==> config.mk <==
export PLATFORM = sky130hd
export DESIGN_NAME = bnn_fc_layer_flat
export DESIGN_NICKNAME = d
export VERILOG_FILES = /design/src/rtl/bnn_fc_layer_if.sv /design/src/rtl/bnn_fc_layer.sv /design/src/flat_wrapper.sv
export SDC_FILE = /design/constraint.sdc
export NUM_CORES = 1
export LEC_CHECK = 0
export CAP_MARGIN = 40
export CORE_AREA = 5 5 364 366
export CTS_BUF_LIST = sky130_fd_sc_hd__clkbuf_16
export DETAILED_ROUTE_END_ITERATION = 16
export DIE_AREA = 0 0 369 371
export PLACE_DENSITY = 0.63
export SYNTH_ARGS = -nofsm -noshare
export SYNTH_HDL_FRONTEND = slang
export SYNTH_SLANG_ARGS = --single-unit
==> constraint.sdc <==
create_clock -name clk -period 39.8 [get_ports clk]
set_clock_uncertainty 0.1 [all_clocks]
set_input_delay 5.97 -clock clk [delete_from_list [all_inputs] [get_ports clk]]
set_output_delay 5.97 -clock clk [all_outputs]
set_load 0.02 [all_outputs]
==> src/rtl/bnn_fc_layer_if.sv <==
// bnn_fc_layer_if
//   Bundles the image-side handshake, the weight-memory port, the downstream
//   handshake and (optionally) the threshold-memory port of bnn_fc_layer.
//   Optional feature macro: BNN_THRESH_MEM_EN adds th_addr/th_data.
// Modports:
//   master : the layer side (drives img_req, w_addr, rcv_ack, outputs, th_addr)
//   slave  : the environment side (image register, weight/threshold memories,
//            downstream stage)
interface bnn_fc_layer_if #(
  parameter int INPUT_NUM  = 784,
  parameter int WORD_W     = 16,
  parameter int NEURON_NUM = 128,
  parameter int AW         = 13,
  parameter int CW         = 10
);
  logic                  img_req;
  logic                  img_ack;
  logic [INPUT_NUM-1:0]  image;
  logic [AW-1:0]         w_addr;
  logic [WORD_W-1:0]     w_data;
  logic                  rcv_req;
  logic                  rcv_ack;
  logic [NEURON_NUM-1:0] outputs;
`ifdef BNN_THRESH_MEM_EN
  logic [$clog2(NEURON_NUM)-1:0] th_addr;
  logic [CW-1:0]                 th_data;
`endif

  modport master (
    output img_req,
    input  img_ack,
    input  image,
    output w_addr,
    input  w_data,
    input  rcv_req,
    output rcv_ack,
    output outputs
`ifdef BNN_THRESH_MEM_EN
    ,
    output th_addr,
    input  th_data
`endif
  );

  modport slave (
    input  img_req,
    output img_ack,
    output image,
    input  w_addr,
    output w_data,
    output rcv_req,
    input  rcv_ack,
    input  outputs
`ifdef BNN_THRESH_MEM_EN
    ,
    input  th_addr,
    output th_data
`endif
  );
endinterface

==> src/rtl/bnn_fc_layer.sv <==
// bnn_fc_layer
//   Binary fully-connected hidden layer. Pulls one binarized image over a
//   4-phase req/ack handshake, computes NEURON_NUM activations by
//   XNOR-popcount against weights streamed WORD_W bits per cycle from an
//   external memory (1-cycle read latency), then offers the activation vector
//   downstream over a 4-phase handshake.
//   Optional feature macro: BNN_THRESH_MEM_EN -- per-neuron thresholds are read
//   from an external memory (th_addr/th_data) instead of parameter THRESH.
// Ports:
//   clk  : clock, all logic on posedge
//   rst  : synchronous active-high reset
//   bus  : bnn_fc_layer_if.master
//          img_req/img_ack/image    image-register handshake
//          w_addr/w_data            weight memory (addr = n*CHUNKS + c)
//          rcv_req/rcv_ack/outputs  downstream handshake and activations
//          th_addr/th_data          threshold memory (BNN_THRESH_MEM_EN only)
module bnn_fc_layer #(
  parameter int INPUT_NUM  = 784,
  parameter int WORD_W     = 16,
  parameter int NEURON_NUM = 128,
  parameter int AW         = 13,
  parameter int CW         = 10,
  parameter int THRESH     = 392
) (
  input logic            clk,
  input logic            rst,
  bnn_fc_layer_if.master bus
);
  localparam int CHUNKS = INPUT_NUM / WORD_W;
  localparam int NW     = $clog2(NEURON_NUM);
  localparam int CHW    = (CHUNKS > 1) ? $clog2(CHUNKS) : 1;
  localparam logic [NW-1:0]  N_LAST = NW'(NEURON_NUM - 1);
  localparam logic [CHW-1:0] C_LAST = CHW'(CHUNKS - 1);

  typedef enum logic [2:0] {
    ST_IDLE,
    ST_ACKWAIT,
    ST_CALC,
    ST_DONE,
    ST_SND
  } state_t;

  state_t state_q, state_d;

  logic [INPUT_NUM-1:0]  img_buf_q, img_buf_d;
  logic [NW-1:0]         n_q, n_d;
  logic [CHW-1:0]        c_q, c_d;
  logic [AW-1:0]         addr_q, addr_d;
  logic                  issue_done_q, issue_done_d;
  logic                  vld_p1_q, vld_p1_d;
  logic                  last_p1_q, last_p1_d;
  logic [NW-1:0]         n_p1_q, n_p1_d;
  logic [CHW-1:0]        c_p1_q, c_p1_d;
  logic [CW-1:0]         acc_q, acc_d;
  logic [NEURON_NUM-1:0] out_q, out_d;

  logic                  issue_en;
  logic [WORD_W-1:0]     img_word;
  logic [CW-1:0]         sum;
  logic [CW-1:0]         thresh;
  logic                  fire;
  logic                  pass_end;

  function automatic logic [CW-1:0] popcount(input logic [WORD_W-1:0] v);
    logic [CW-1:0] cnt;
    cnt = '0;
    for (int i = 0; i < WORD_W; i++) begin
      cnt = cnt + CW'(v[i]);
    end
    return cnt;
  endfunction

  // State register
  always_ff @(posedge clk) begin
    if (rst) begin
      state_q <= ST_IDLE;
    end else begin
      state_q <= state_d;
    end
  end

  // Next-state logic
  always_comb begin
    state_d = state_q;
    case (state_q)
      ST_IDLE:    if (bus.img_ack)  state_d = ST_ACKWAIT;
      ST_ACKWAIT: if (!bus.img_ack) state_d = ST_CALC;
      ST_CALC:    if (pass_end)     state_d = ST_DONE;
      ST_DONE:    if (bus.rcv_req)  state_d = ST_SND;
      ST_SND:     if (!bus.rcv_req) state_d = ST_IDLE;
      default:                      state_d = ST_IDLE;
    endcase
  end

  // Handshake outputs are pure state decodes
  always_comb begin
    bus.img_req = (state_q == ST_IDLE);
    bus.rcv_ack = (state_q == ST_SND);
  end

  // Stage p0: address issue; stage p1: returning weight word
  always_comb begin
    issue_en = (state_q == ST_CALC) && !issue_done_q;
    img_word = img_buf_q[int'(c_p1_q)*WORD_W +: WORD_W];
    sum      = acc_q + popcount(~(img_word ^ bus.w_data));
`ifdef BNN_THRESH_MEM_EN
    thresh   = bus.th_data;
`else
    thresh   = CW'(THRESH);
`endif
    fire     = (sum >= thresh);
    pass_end = vld_p1_q && last_p1_q && (n_p1_q == N_LAST);

    img_buf_d = img_buf_q;
    if ((state_q == ST_IDLE) && bus.img_ack) begin
      img_buf_d = bus.image;
    end

    // Counters sit at zero outside CALC so every pass starts from n=0, c=0.
    n_d          = n_q;
    c_d          = c_q;
    addr_d       = addr_q;
    issue_done_d = issue_done_q;
    if (state_q != ST_CALC) begin
      n_d          = '0;
      c_d          = '0;
      addr_d       = '0;
      issue_done_d = 1'b0;
    end else if (issue_en) begin
      if ((c_q == C_LAST) && (n_q == N_LAST)) begin
        issue_done_d = 1'b1;
      end else begin
        // n*CHUNKS+c is sequential, so the address is a plain incrementer.
        addr_d = addr_q + AW'(1);
        if (c_q == C_LAST) begin
          c_d = '0;
          n_d = n_q + NW'(1);
        end else begin
          c_d = c_q + CHW'(1);
        end
      end
    end

    vld_p1_d  = issue_en;
    last_p1_d = issue_en && (c_q == C_LAST);
    n_p1_d    = n_q;
    c_p1_d    = c_q;

    acc_d = acc_q;
    if (state_q != ST_CALC) begin
      acc_d = '0;
    end else if (vld_p1_q) begin
      acc_d = last_p1_q ? '0 : sum;
    end

    out_d = out_q;
    if (vld_p1_q && last_p1_q) begin
      out_d[n_p1_q] = fire;
    end
  end

  always_comb begin
    bus.w_addr  = addr_q;
    bus.outputs = out_q;
`ifdef BNN_THRESH_MEM_EN
    bus.th_addr = n_q;
`endif
  end

  always_ff @(posedge clk) begin
    if (rst) begin
      n_q          <= '0;
      c_q          <= '0;
      addr_q       <= '0;
      issue_done_q <= 1'b0;
      vld_p1_q     <= 1'b0;
      last_p1_q    <= 1'b0;
      acc_q        <= '0;
      out_q        <= '0;
    end else begin
      n_q          <= n_d;
      c_q          <= c_d;
      addr_q       <= addr_d;
      issue_done_q <= issue_done_d;
      vld_p1_q     <= vld_p1_d;
      last_p1_q    <= last_p1_d;
      acc_q        <= acc_d;
      out_q        <= out_d;
    end
  end

  // Data-only registers: qualified by vld_p1_q / state, so no reset needed
  always_ff @(posedge clk) begin
    img_buf_q <= img_buf_d;
    n_p1_q    <= n_p1_d;
    c_p1_q    <= c_p1_d;
  end
endmodule

==> src/flat_wrapper.sv <==
// flat-port wrapper written by rule: the top's interface ports become plain ports
module bnn_fc_layer_flat 
#(
  parameter int INPUT_NUM  = 784,
  parameter int WORD_W     = 16,
  parameter int NEURON_NUM = 128,
  parameter int AW         = 13,
  parameter int CW         = 10,
  parameter int THRESH     = 392
)
  (clk, rst, bus_img_req, bus_img_ack, bus_image, bus_w_addr, bus_w_data, bus_rcv_req, bus_rcv_ack, bus_outputs);
  bnn_fc_layer_if #(.INPUT_NUM(INPUT_NUM), .WORD_W(WORD_W), .NEURON_NUM(NEURON_NUM), .AW(AW), .CW(CW)) bus_i ();
  input logic clk;
  input logic rst;
  output wire logic [$bits(bus_i.img_req)-1:0] bus_img_req;
  input wire logic [$bits(bus_i.img_ack)-1:0] bus_img_ack;
  input wire logic [$bits(bus_i.image)-1:0] bus_image;
  output wire logic [$bits(bus_i.w_addr)-1:0] bus_w_addr;
  input wire logic [$bits(bus_i.w_data)-1:0] bus_w_data;
  input wire logic [$bits(bus_i.rcv_req)-1:0] bus_rcv_req;
  output wire logic [$bits(bus_i.rcv_ack)-1:0] bus_rcv_ack;
  output wire logic [$bits(bus_i.outputs)-1:0] bus_outputs;
  assign bus_img_req = bus_i.img_req;
  assign bus_i.img_ack = bus_img_ack;
  assign bus_i.image = bus_image;
  assign bus_w_addr = bus_i.w_addr;
  assign bus_i.w_data = bus_w_data;
  assign bus_i.rcv_req = bus_rcv_req;
  assign bus_rcv_ack = bus_i.rcv_ack;
  assign bus_outputs = bus_i.outputs;
  bnn_fc_layer #(.INPUT_NUM(INPUT_NUM), .WORD_W(WORD_W), .NEURON_NUM(NEURON_NUM), .AW(AW), .CW(CW), .THRESH(THRESH)) u_core (.clk(clk), .rst(rst), .bus(bus_i));
endmodule
; Word level (Yosys, flattened, before mapping)
; Cells that the tools add are included.
[word_totals]
latchBits = 0
elab_cells = 76
mem_bits_rw = 0
romBits = 0
n_memories = 0
regBits = 967
output_inout_bits = 143
[classes]
multipliers = 0
n_div = 0
n_reduce_logical = 14
order_cmp = 3
eq_ne = 13
add_sub_neg = 19
muxes = 11
n_shift = 1
bitwise = 3
[ops]
columns = operator, count
row1 = $shiftx A784 B11 Y16, 1
row2 = $add A10 B1 Y10, 14
row3 = $bwmux W128, 1
row4 = $not A16 Y16, 1
row5 = $xor A16 B16 Y16, 1
row6 = $mux W3, 5
row7 = $pmux W3 S5, 1
row8 = $eq A7 B7 Y1 const B, 2
row9 = $add A13 B1 Y13 const B, 1
row10 = $add A10 B10 Y10, 1
row11 = $ge A10 B9 Y1 const B, 1
row12 = $mux W10, 1
row13 = $lt A7 B8 Y1 const B, 1
row14 = $add A7 B1 Y7 const B, 1
row15 = $demux W1 S7, 1
row16 = $ge A7 B1 Y1 const B, 1
row17 = $logic_and A1 B1 Y1, 7
row18 = $add A6 B1 Y6 const B, 1
row19 = $eq A3 B2 Y1 const B, 2
row20 = $eq A6 B6 Y1 const B, 1
row21 = $mux W6, 1
row22 = $ne A2 B2 Y1 const B, 3
row23 = $reduce_and A5 Y1, 1
row24 = $ne A2 B1 Y1 const B, 2
row25 = other kinds (11), 12

; Depth between registers and ports, before layout
; Gate-level depths: netlist of run 1.
[depth]
ltp_word = 21
depth_mapped = 29
depth_no_buf = 22

; Least setup slack after synthesis of run 1
; OpenSTA, ideal clock, no wires.
[synth_timing]
kind = in2reg
from = input bus_img_ack
to = register u_core.img_buf_q[0] (enable)
path_buffers = 0
setup_slack_ns = 14.924
path_stages = 1
setup_ns = 1.253
t_arrival_ns = 23.524
path_cell_list = and2_1
[synth_via]
elab_chain_len = 1
[synth_lines]
columns = item, line_no
row1 = start: declaration, flat_wrapper.sv:16  ; input wire logic [$bits(bus_i.img_ack)-1:0] bus_img_ack;
row2 = $logic_and A1 B1 Y1, bnn_fc_layer.sv:115  ; if ((state_q == ST_IDLE) && bus.img_ack) begin
row3 = end signal: assignment, bnn_fc_layer.sv:194  ; img_buf_q <= img_buf_d;
row4 = end: declaration, bnn_fc_layer.sv:45  ; logic [INPUT_NUM-1:0] img_buf_q, img_buf_d;
; Every way passes these cells.
; A chain may end at the register's enable or synchronous reset.

; Worst setup path in the final report of run 1
[layout_timing]
from = input bus_w_data[1]
to = register u_core.out_q[1], in the netlist u_core.bus.outputs[1]
[layout_via]
elab_chain_len = 20
[layout_lines]
columns = item, line_no
row1 = start: declaration, flat_wrapper.sv:19  ; input wire logic [$bits(bus_i.w_data)-1:0] bus_w_data;
row2 = $xor A16 B16 Y16, bnn_fc_layer.sv:105  ; sum = acc_q + popcount(~(img_word ^ bus.w_data));
row3 = $not A16 Y16, bnn_fc_layer.sv:105
row4 = $add A1 B1 Y2, bnn_fc_layer.sv:68  ; cnt = cnt + CW'(v[i]);
row5 = $add A10 B1 Y10 (14 in a row), bnn_fc_layer.sv:68
row6 = $add A10 B10 Y10, bnn_fc_layer.sv:105
row7 = $ge A10 B9 Y1, bnn_fc_layer.sv:111  ; fire = (sum >= thresh);
row8 = $bwmux W128, bnn_fc_layer.sv:158  ; out_d[n_p1_q] = fire;
row9 = end signal: assignment, bnn_fc_layer.sv:188  ; out_q <= out_d;
row10 = end: declaration, bnn_fc_layer.sv:55  ; logic [NEURON_NUM-1:0] out_q, out_d;
; Every way passes these cells.

==> results of run 1 <==
path summary, 6_finish.rpt:
| path | from | to | slack (ps) | depth (start not counted) |
|---|---|---|---|---|
| worst max-delay path | bus_w_data[1] | u_core.bus.outputs[1]$_SDFFE_PP0P_ | 28160 | 16 |
| worst min-delay path | u_core.n_p1_d[6]$_SDFFE_PP0P_ | u_core.n_p1_q[6]$_DFF_P_ | 260 | 0 |
| worst max register to register | u_core.c_p1_q[2]$_DFF_P_ | u_core.bus.outputs[1]$_SDFFE_PP0P_ | 29700 | 24 |
| worst min register to register | u_core.n_p1_d[6]$_SDFFE_PP0P_ | u_core.n_p1_q[6]$_DFF_P_ | 260 | 0 |
sequential cells by signal, indices dropped and copies added (netlist names):
| register | cells |
|---|---|
| u_core.bus.outputs | 128 |
| u_core.n_p1_d | 7 |
| u_core.state_q | 3 |
| u_core.c_p1_q | 6 |
| u_core.bus.w_addr | 13 |
| u_core.issue_done_q | 1 |
| u_core.n_p1_q | 7 |
| u_core.last_p1_q | 1 |
| u_core.acc_q | 10 |
| u_core.vld_p1_q | 1 |
| u_core.c_p1_d | 6 |
| u_core.img_buf_q | 784 |
cells by family after synthesis:
logic type               Yosys count  share of synthesized area [%]
AO/OA/AOI/OAI                    393                           7.21
XOR/XNOR                          40                          0.920
adder cells (fa/ha/maj)           30                           1.20
buffers and inverters            174                           2.30
flip-flops                       967                           71.4
multiplexers                     305                           11.8
AND/OR/NAND/NOR                  453                           5.13
routing by layer:
layer	track usage [%]	share of wire, %	routed length [um]
met1	23.2	37	54400
met4	6.41	2.4	3510
met3	6.97	8.3	12200
met2	36.4	52	75700
met5	0	0.24	356
power groups by stage:
stage | clock (mW) | combinational (mW) | sequential (mW)
after floorplan | 0 | 0.0907 | 1.25
after CTS | 1.00 | 0.219 | 1.18
after global routing | 1.05 | 0.238 | 1.18
final | 0.983 | 0.216 | 1.18
after detailed placement | 0 | 0.218 | 1.20
after global placement | 0 | 0.210 | 1.20
layout make-up:
class	count	area [sq um]
multi-input combinational	1221	10000
clock buffer	106	2650
tap	1675	2100
inverter	26	97.6
sequential	967	27200
clock inverter	91	848
antenna	44	110
fill	11700	75600
timing repair buffer	1005	10100
worst reg2reg max path, stage by stage, from the launching register on:
cell and delay (ps):
dfxtp_4 790, buf_4 650, buf_4 700, buf_4 810, nor2b_1 390, buf_4 260
a22oi_1 100, nand3_1 110, o2111a_1 200, a31oi_1 80, buf_4 260, xnor2_1 150
fa_1 700, inv_1 180, fa_1 490, fa_1 450, fa_1 570, inv_1 60
ha_1 290, a211oi_1 440, nor3_1 140, o2111ai_1 400, xor2_4 570, buf_4 800
a311oi_1 240
per-stage QoR:
stage               total power, mW  area [sq um]  std cells
finish                         2.38         53200       5135
global route                   2.47         53100       5112
CTS                            2.40         53100       5091
detailed placement             1.42         49600       4894
global placement               1.41         49300       4876
floorplan                      1.34         38100       2362
synth_stat cells (all sizes together), types with 18 or more instances:
master	n	area, sq um
nand2	76	285
a22oi	35	263
mux2i	187	1870
o21ai	82	410
inv	26	97.6
nand3	27	135
clkbuf	69	259
o22ai	23	144
mux4	113	2570
nor2	269	1020
buf	79	521
a211oi	18	135
ha	19	238
a21oi	25	125
a31oi	65	407
a311oi	78	683
xnor2	22	193
xor2	18	158
edfxtp	784	23500
dfxtp	183	3660
==> summary.txt, run 1 <==
Outcome
  • Status: complete, no violations

Power
  • Part of the power in combinational logic: 9.1%
  • Internal Pwr Total: between 1.5 and 2 mW
  • Max VDD drop: 0.0332 mV
  • NetSw: between 500 and 600 uW
  • Clk pwr share: 41.3%
  • Leak Pwr: between 15 and 20 nW
  • Register share of total power: 49.6%
  • Sw frac: 22.7%
  • Pwr per Cell Area: 44.7 nW/um^2

Layout
  • Synth-to-layout area growth: 39.7%
  • Layout Nets: 4160
  • Fin util: 41.3%
  • Most common cell after layout, fill and taps aside: clkdlybuf4s50_1
  • Most frequent cells in the layout: clkdlybuf4s50_1 (945), edfxtp_1 (784), nor2_1 (266)
  • Layout cells sized above 1: just over 10%

STA
  • Minimum clock period: 11640 ps
  • # setup viols final: 0
  • Slew HR: a little over a quarter
  • Slew Limit Fails: 0
  • RSZ-0062 raised after global routing: false
  • Hold WS: 261 ps
  • Setup TNS: 0 ps
  • Worst Tran Pin Value: 1090 ps
  • Final hold vios: 0
  • Worst setup margin: 28160 ps
  • Fmax: ~0.086 GHz
  • Tcrit/Tclk final: 29.2%

Worst setup path
  • CP max FO: 85
  • Critical path's slowest cell: buf_4
  • CP arrival: 12050 ps
  • Critical Path RT: roughly 40000 ps
  • Worst path top cell family by delay: adder cells
  • Worst path most repeated cell: fa_1
  • Critical path's largest stage delay: approximately 800 ps
  • Crit path launch type: primary input
  • CP Class: in2reg
  • CP Buf/Inv Count: 4
  • Crit path cell chain: clkdlybuf4s50_1, xor2_1, ha_1, inv_1, fa_1, fa_1, fa_1, fa_1, inv_1, ha_1, a211oi_1, nor3_1, o2111ai_1, xor2_4, buf_4, a311oi_1
  • CP endpoint kind: flip-flop

Clock tree
  • Post-cts resize count: 0
  • CTS hold repair buffers: 0
  • Postcts setup bufs: 0
  • CTS Buffer Depth: 3
  • Clock Sink Count: around 970
  • CTS buffer count: 105
  • Clock slew at reported path FFs: 60 ps
  • H-tree depth: 3
  • CTS tree: done
  • Clk Latency, worst-skew pair: 750 ps
  • Root buf cell: clkbuf_16

Synthesis
  • Yosys warns: 0
  • Post-synth EDFFs: 784
  • Yosys reg bits: between 900 and 1000
  • Syn nets: roughly 3200
  • Main synth FF type: edfxtp_1
  • Post-synthesis sequential area ratio: between 70% and 80%
  • Post-Synthesis Cell Area: 38100 sq um
  • Distinct cells, synth: between 60 and 70
  • FFs w/ async S/R, synth: 0%
  • Synth Instances: about 2400
  • Avg Inst Size Synth: 16.1 sq um

Min path
  • Hold Path Class: reg2reg

Detailed routing
  • DRC: 0
  • Via count: 25200
  • DRT antenna net count: 0
  • WL/cell: roughly 28 um
  • Via/cell ratio: 4.91
  • Number of iterations in the first detailed-routing pass: 7
  • Routed WL: around 150000 um
  • Drt initial violations: 2059

GRT
  • Vias in the first global route: 25600
  • First-pass GRT wire length: 196000 um
  • GRT overflow: 0
  • All-Layer GR Usage: 20.5%
  • Largest net degree at the start of global routing: ~180
  • Initial antenna violation count: ~110

Die
  • Initial core utilization: 29.6%
  • Core area: 129000 sq um
  • Die Area: between 100000 and 150000 sq um
  • I/O pins: 947
  • Die Wd: 369 um
  • Std-Cell Rows: 132
  • Die Height: about 370 um

Run
  • Max Cap Viol: 0

Placed design
  • I/O Buffers: ~950
  • Pre-CTS WS: roughly 27000 ps
  • Placer Congestion: 0.836
  • DPL Wire Length: 113000 um
Note: power is estimated with default switching activity, not from simulation.
==> run 2: changes to the inputs <==
--- a/config.mk
+++ b/config.mk
@@ -10,7 +10,7 @@
 export CTS_BUF_LIST = sky130_fd_sc_hd__clkbuf_16
 export DETAILED_ROUTE_END_ITERATION = 16
 export DIE_AREA = 0 0 369 371
-export PLACE_DENSITY = 0.63
+export PLACE_DENSITY = 0.65
 export SYNTH_ARGS = -nofsm -noshare
 export SYNTH_HDL_FRONTEND = slang
 export SYNTH_SLANG_ARGS = --single-unit
==> constraint.sdc (replaced) <==
create_clock -name clk -period 10.3 [get_ports clk]
set_clock_uncertainty 0.1 [all_clocks]
set_input_delay 1.545 -clock clk [delete_from_list [all_inputs] [get_ports clk]]
set_output_delay 1.545 -clock clk [all_outputs]
set_load 0.02 [all_outputs]
==> run 2 against run 1 <==
Against the previous run: global-route usage increased by 0.31 points; critical path depth increased by 8; cell area decreased by 0.23%; highest routed layer unchanged; worst setup slack got worse by 26000 ps; critical path type is now reg2reg; largest cell class unchanged; die area unchanged; hold slack improved by 7.0 ps; largest power group unchanged; via count increased by 1.3%; wire length increased by 1.3%.
==> summary.txt, run 2 (synthesized netlist as in run 1, its figures left out) <==
Clock tree
  • Root buf cell: clkbuf_16
  • CTS hold repair buffers: 0 (unchanged)
  • Clk Latency, worst-skew pair: 740 ps (about the same)
  • CTS buffer count: 106 (+0.95%)
  • Clock slew at reported path FFs: 60 ps (about the same)
  • Postcts setup bufs: 0 (unchanged)
  • H-tree depth: 3 (unchanged)
  • CTS Buffer Depth: 3 (unchanged)
  • Clock Sink Count: 967 (unchanged)
  • Post-cts resize count: 0 (unchanged)
  • CTS tree: done

Worst setup path
  • Setup slack, reg-to-reg: 2060 ps (-27640 ps)
  • FF-to-FF Start: u_core.c_p1_q[0]$_DFF_P_
  • Reg2reg end: u_core.bus.outputs[95]$_SDFFE_PP0P_
  • CP endpoint kind: flip-flop
  • Reg2reg path depth: 24 (unchanged)
  • Critical path's slowest cell: dfxtp_4
  • Worst path top cell family by delay: adder cells
  • Critical Path RT: 10760 ps (-29460 ps)
  • CP arrival: 8700 ps (-3350 ps)
  • CP Buf/Inv Count: 5 (+1)
  • CP max FO: 128 (+51%)
  • Worst path most repeated cell: fa_1
  • CP Class: reg2reg
  • Crit path launch type: flip-flop
  • Critical path's largest stage delay: 740 ps (-60 ps)
  • Crit path cell chain: buf_4, mux4_1, mux2i_1, mux4_2, nor2_1, a21oi_1, xor2_1, ha_1, inv_1, fa_1, fa_1, fa_1, fa_1, inv_1, ha_1, inv_1, fa_1, nand2b_1, a21oi_1, or4_1, nand3_1, o211ai_1, buf_12, a311oi_1

Die
  • Die Height: 371 um (unchanged)
  • I/O pins: 947 (unchanged)
  • Std-Cell Rows: 132 (unchanged)
  • Core area: 129000 sq um (unchanged)
  • Initial core utilization: 29.6% (unchanged)
  • Die Wd: 369 um (unchanged)
  • Die Area: 137000 sq um (unchanged)

Layout
  • Max reg flops: 784 (unchanged)
  • Most common cell after layout, fill and taps aside: clkdlybuf4s50_1
  • Largest Register: u_core.img_buf_q
  • Layout Nets: 4146 (-0.34%)
  • Post-route non-filler standard cell count: 5115 (-0.39%)
  • Number of fill cells: 11700 (-0.19%)
  • Synth-to-layout area growth: 39.3%
  • Multi-input gate area: 10000 sq um (about the same)
  • Layout cells sized above 1: 9.62% (-0.68 points)
  • Fin util: 41.2% (-0.093 points)
  • Storage element area: 27200 sq um (unchanged)
  • Most frequent cells in the layout: clkdlybuf4s50_1 (945), edfxtp_1 (784), nor2_1 (266)

Power
  • Max VDD drop: 0.136 mV (+310%)
  • Leak Pwr: 17.0 nW (-0.54%)
  • Internal Pwr Total: 7.09 mW (+290%)
  • Pwr per Cell Area: 173 nW/um^2 (+290%)
  • Register share of total power: 49.7% (about the same)
  • Part of the power in combinational logic: 9.0% (about the same)
  • Clk pwr share: 41.3% (about the same)
  • Tot Pwr: 9.19 mW (+290%)
  • Sw frac: 22.8% (+0.19 points)
  • NetSw: 2.10 mW (+290%)

Placed design
  • DPL Wire Length: 115000 um (+1.6%)
  • Placed insts: 4879 (-0.31%)
  • I/O Buffers: 946 (unchanged)
  • Pre-CTS WS: 1930 ps (-25520 ps)
  • Placer Congestion: 0.867 (+3.7%)

Min path
  • Hold path start: u_core.n_p1_d[1]$_SDFFE_PP0P_
  • Hold Path Class: reg2reg
  • Worst hold stages: 0 (unchanged)
  • Hold endpoint: u_core.n_p1_q[1]$_DFF_P_

GRT
  • First-pass GRT wire length: 199000 um (+1.4%)
  • Met2 Usage GRT: 35.6% (-0.81 points)
  • Largest net degree at the start of global routing: 181 (-1.6%)
  • Initial antenna violation count: 103 (-2.8%)
  • All-Layer GR Usage: 20.8% (+0.31 points)
  • Vias in the first global route: 25900 (+1.2%)
  • Met1 Use GR: 24.2% (+1.0 points)
  • Grt peak-use layer: met2
  • GRT overflow: 0 (unchanged)
  • GRT met3 Usage: 6.88% (-0.090 points)

STA
  • Slew HR: 32.6% (+5.2 points)
  • Setup TNS: 0 ps (unchanged)
  • Tcrit/Tclk final: 80.0%
  • Fmax: 0.121 GHz
  • Minimum clock period: around 8000 ps
  • RSZ-0062 raised after global routing: false
  • Slew Limit Fails: 0 (unchanged)
  • # setup viols final: 0 (unchanged)
  • Final hold vios: 0 (unchanged)
  • Worst setup margin: 2060 ps (-26100 ps)
  • Worst Tran Pin Value: 1010 ps (-78.4 ps)

Detailed routing
  • WL/cell: 28.9 um (+1.7%)
  • DRC: 0 (unchanged)
  • Routed WL: 148000 um (+1.3%)
  • DRT antenna net count: 0 (unchanged)
  • Via count: 25500 (+1.3%)
  • Number of iterations in the first detailed-routing pass: 5 (-2)
  • Via/cell ratio: 4.99 (+1.7%)
  • Drt initial violations: 2283 (+11%)

Outcome
  • Status: complete, no violations

Run
  • Max Cap Viol: 0 (unchanged)
[run 2: changes by cell type in the layout (fill, tap and decap cells not counted), sizes merged]
cell      previous run  this run
buf                 60        45
bufinv              11        10
clkbuf             106       107
clkinvlp             5         4
diode               44        41
inv                 55        54
[run 2: power by group through the flow]
stage / sequential, mW / combinational (mW) / clock (mW)
after floorplan: 4.67 / 0.351 / 0
after global placement: 4.64 / 0.821 / 0
after detailed placement: 4.65 / 0.839 / 0
after CTS: 4.57 / 0.840 / 3.89
after global routing: 4.58 / 0.904 / 4.06
final: 4.57 / 0.830 / 3.80
[run 2: cell type report]
cell class	instances	area share, %
repair buffers	990	18.9
flip-flops and latches	967	51.3
clock inverters	88	1.55
multi-input cells	1221	18.9
diodes	41	0.193
clock buffers	107	5.04
well taps	1675	3.95
inverters	26	0.184
[run 2: worst max-delay path by stage]
stage / from / end / slack, ps / cells after the start
final: u_core.c_p1_q[0]$_DFF_P_ / u_core.bus.outputs[95]$_SDFFE_PP0P_ / 2060 / 24
after global routing: u_core.c_p1_q[0]$_DFF_P_ / u_core.bus.outputs[24]$_SDFFE_PP0P_ / 1610 / 24
after CTS: u_core.c_p1_q[0]$_DFF_P_ / u_core.bus.outputs[57]$_SDFFE_PP0P_ / 1900 / 24
after detailed placement: u_core.c_p1_q[0]$_DFF_P_ / u_core.bus.outputs[112]$_SDFFE_PP0P_ / 1930 / 24
after global placement: u_core.c_p1_q[0]$_DFF_P_ / u_core.bus.outputs[94]$_SDFFE_PP0P_ / 1920 / 24
after floorplan: bus_img_ack / u_core.img_buf_q[0]$_DFFE_PP_ / 2810 / 1
[run 2: stage by stage]
step           area [sq um]  hold slack (ps)
2_1_floorplan         38100              263
3_3_place_gp          49300              269
3_5_place_dp          49500              278
4_1_cts               53000              269
5_1_grt               53000              281
6_report              53100              268
[run 2: metal layers]
| metal | vias up | part of all wire, % |
|---|---|---|
| met5 | - | 0.20 |
| met4 | 46 | 3.8 |
| met3 | 278 | 8.6 |
| met2 | 1216 | 50 |
| met1 | 12700 | 38 |
| li1 | 11300 | - |
==> run 3: changes to the inputs <==
--- a/config.mk
+++ b/config.mk
@@ -10,7 +10,7 @@
 export CTS_BUF_LIST = sky130_fd_sc_hd__clkbuf_16
 export DETAILED_ROUTE_END_ITERATION = 16
 export DIE_AREA = 0 0 369 371
-export PLACE_DENSITY = 0.65
+export PLACE_DENSITY = 0.63
 export SYNTH_ARGS = -nofsm -noshare
 export SYNTH_HDL_FRONTEND = slang
 export SYNTH_SLANG_ARGS = --single-unit
==> constraint.sdc (replaced) <==
create_clock -name clk -period 7.6 [get_ports clk]
set_clock_uncertainty 0.1 [all_clocks]
set_input_delay 1.14 -clock clk [delete_from_list [all_inputs] [get_ports clk]]
set_output_delay 1.14 -clock clk [all_outputs]
set_load 0.02 [all_outputs]
==> run 3 against run 2 <==
Against the previous run: cell area grew 0.56%; sequential power grew 35%; register-to-register slack lost 1700 ps; largest power group unchanged; hold slack gained 14 ps; clock power grew 28%; largest cell class unchanged; final cell count grew 1.3%.
==> summary.txt, run 3 (synthesized netlist as in run 1, its figures left out) <==
Outcome
  • Status: complete, no violations

Power
  • Max VDD drop: 0.197 mV (+45%)
  • Clk pwr share: 39.9% (-1.4 points)
  • NetSw: 2.82 mW (+34%)
  • Part of the power in combinational logic: 9.3% (+0.3 points)
  • Pwr per Cell Area: 228 nW/um^2 (+32%)
  • Internal Pwr Total: 9.36 mW (+32%)
  • Leak Pwr: 17.3 nW (+1.4%)
  • Tot Pwr: 12.2 mW (+33%)
  • Sw frac: 23.2% (+0.33 points)
  • Register share of total power: 50.8% (+1.1 points)

Min path
  • Hold Path Class: reg2reg
  • Hold endpoint: u_core.c_p1_q[5]$_DFF_P_
  • Worst hold stages: 0 (unchanged)
  • Hold path start: u_core.c_p1_d[5]$_SDFFE_PP0P_

Placed design
  • Pre-CTS WS: -10.1 ps (-1940 ps)
  • Placer Congestion: 0.884 (+2.1%)
  • I/O Buffers: 946 (unchanged)
  • DPL Wire Length: 119000 um (+3.5%)
  • Placed insts: 4939 (+1.2%)
  • Post-place instance area: 50000 sq um (+1.0%)

Layout
  • Most frequent cells in the layout: clkdlybuf4s50_1 (945), edfxtp_1 (784), nor2_1 (266)
  • Final cell area excluding filler cells: 53400 sq um (+0.56%)
  • Layout cells sized above 1: 11.2% (+1.5 points)
  • Layout Nets: 4208 (+1.5%)
  • Storage element area: 27200 sq um (unchanged)
  • Number of fill cells: 11700 (+0.59%)
  • Max reg flops: 784 (unchanged)
  • Largest Register: u_core.img_buf_q
  • Synth-to-layout area growth: 40.1%
  • Most common cell after layout, fill and taps aside: clkdlybuf4s50_1
  • Multi-input gate area: 10000 sq um (about the same)
  • Post-route non-filler standard cell count: 5179 (+1.3%)
  • Fin util: 41.4% (+0.23 points)

Die
  • Die Area: 137000 sq um (unchanged)
  • Core area: 129000 sq um (unchanged)
  • I/O pins: 947 (unchanged)
  • Die Wd: 369 um (unchanged)
  • Initial core utilization: 29.6% (unchanged)
  • Die Height: 371 um (unchanged)
  • Std-Cell Rows: 132 (unchanged)

STA
  • RSZ-0062 raised after global routing: false
  • Hold WS: 282 ps (+14.0 ps)
  • Slew HR: 22.5% (-10 points)
  • Setup TNS: 0 ps (unchanged)
  • # setup viols final: 0 (unchanged)
  • Tcrit/Tclk final: 94.9% (+15 points)
  • Slew Limit Fails: 0 (unchanged)
  • Worst Tran Pin Value: 1160 ps (+152 ps)
  • Minimum clock period: 7210 ps (-1020 ps)
  • Worst setup margin: 388 ps (-1680 ps)
  • Fmax: 0.139 GHz (+14%)
  • Final hold vios: 0 (unchanged)

Worst setup path
  • FF-to-FF Start: u_core.c_p1_q[0]$_DFF_P_
  • Crit path launch type: flip-flop
  • CP endpoint kind: flip-flop
  • Reg2reg end: u_core.bus.outputs[40]$_SDFFE_PP0P_
  • CP arrival: 7650 ps (-1050 ps)
  • CP Class: reg2reg
  • CP max FO: 33 (-74%)
  • Setup slack, reg-to-reg: 390 ps (-1680 ps)
  • Reg2reg path depth: 26 (+8.3%)
  • Critical Path RT: 8040 ps (-2720 ps)

GRT
  • Initial antenna violation count: 106 (+2.9%)
  • Grt peak-use layer: met2
  • GRT overflow: 0 (unchanged)
  • Largest net degree at the start of global routing: 191 (+5.5%)
  • Vias in the first global route: 26100 (+0.68%)
  • All-Layer GR Usage: 21.2% (+0.43 points)
  • Met1 Use GR: 25.0% (+0.77 points)
  • Met2 Usage GRT: 36.9% (+1.3 points)
  • First-pass GRT wire length: 202000 um (+1.9%)
  • GRT met3 Usage: 6.65% (-0.24 points)

Clock tree
  • H-tree depth: 3 (unchanged)
  • Clock slew at reported path FFs: 60 ps (about the same)
  • CTS tree: done
  • Clk Latency, worst-skew pair: 740 ps (about the same)
  • CTS Buffer Depth: 3 (unchanged)
  • Clock Sink Count: 967 (unchanged)
  • CTS buffer count: 103 (-2.8%)
  • Root buf cell: clkbuf_16

Detailed routing
  • Routed WL: 151000 um (+1.9%)
  • DRT antenna net count: 0 (unchanged)
  • Via/cell ratio: 4.98 (-0.33%)
  • Number of iterations in the first detailed-routing pass: 5 (unchanged)
  • Drt initial violations: 2511 (+10%)
  • WL/cell: 29.1 um (+0.66%)
  • Via count: 25800 (+0.92%)
  • DRC: 0 (unchanged)

Run
  • Max Cap Viol: 0 (unchanged)
run 3: changes by cell type in the layout (fill, tap and decap cells not counted), sizes merged:
cell and change:
buf +65, bufinv -5, clkbuf -3, clkinv +4, clkinvlp -1, diode +4
run 3: worst max-delay path by stage:
| stage | start | cells after the start | slack, ps | to |
|---|---|---|---|---|
| floorplan | bus_img_ack | 1 | 520 | u_core.img_buf_q[0]$_DFFE_PP_ |
| global placement | u_core.c_p1_q[0]$_DFF_P_ | 24 | 110 | u_core.bus.outputs[57]$_SDFFE_PP0P_ |
| detailed placement | u_core.c_p1_q[0]$_DFF_P_ | 25 | -10 | u_core.bus.outputs[67]$_SDFFE_PP0P_ |
| CTS | u_core.c_p1_q[0]$_DFF_P_ | 26 | 250 | u_core.bus.outputs[40]$_SDFFE_PP0P_ |
| global route | u_core.c_p1_q[1]$_DFF_P_ | 25 | 10 | u_core.bus.outputs[40]$_SDFFE_PP0P_ |
| finish | u_core.c_p1_q[0]$_DFF_P_ | 26 | 390 | u_core.bus.outputs[40]$_SDFFE_PP0P_ |
run 3: timing repair:
item	CTS	global route
setup endpoints to repair	2	52
hold buffers	0	0
resized for setup	0	3
buffers inserted	5	0
run 3: layout make-up:
type	count	area share, %
Clock buffer	104	4.88
Tap cell	1675	3.93
Antenna cell	45	0.211
Clock inverter	86	1.19
Sequential cell	967	51.0
Inverter	26	0.183
Multi-Input combinational cell	1221	18.8
Timing Repair Buffer	1055	19.8
run 3: power by group through the flow:
| stage | combinational [mW] | clock [mW] | sequential (mW) |
|---|---|---|---|
| 2_1_floorplan | 0.476 | 0 | 6.32 |
| 3_3_place_gp | 1.12 | 0 | 6.30 |
| 3_5_place_dp | 1.14 | 0 | 6.30 |
| 4_1_cts | 1.15 | 4.97 | 6.19 |
| 5_1_grt | 1.24 | 5.19 | 6.21 |
| 6_report | 1.14 | 4.86 | 6.19 |
run 3: critical path: stages, from the launching register on:
cell      delay [ps]
dfxtp_4          410
buf_4            200
buf_12           200
mux4_2           520
mux2i_1          260
mux4_2           280
nor2_1            60
a21oi_2          180
xor2_1           220
ha_1             270
inv_1            100
fa_1             420
fa_1             540
fa_1             530
fa_1             480
inv_1             80
ha_1             170
inv_1             60
fa_1             370
nand2b_1         240
a21oi_1          280
or4_1            150
nand3_1           90
o211ai_1         320
buf_12           210
buf_12           200
a311oi_1         110
run 3: per-layer routing:
metal  routed length (um)  up-vias
met4                 4680       38
met1                57100    12900
li1                     -    11400
met5                  272        -
met3                12600      250
met2                76100     1196
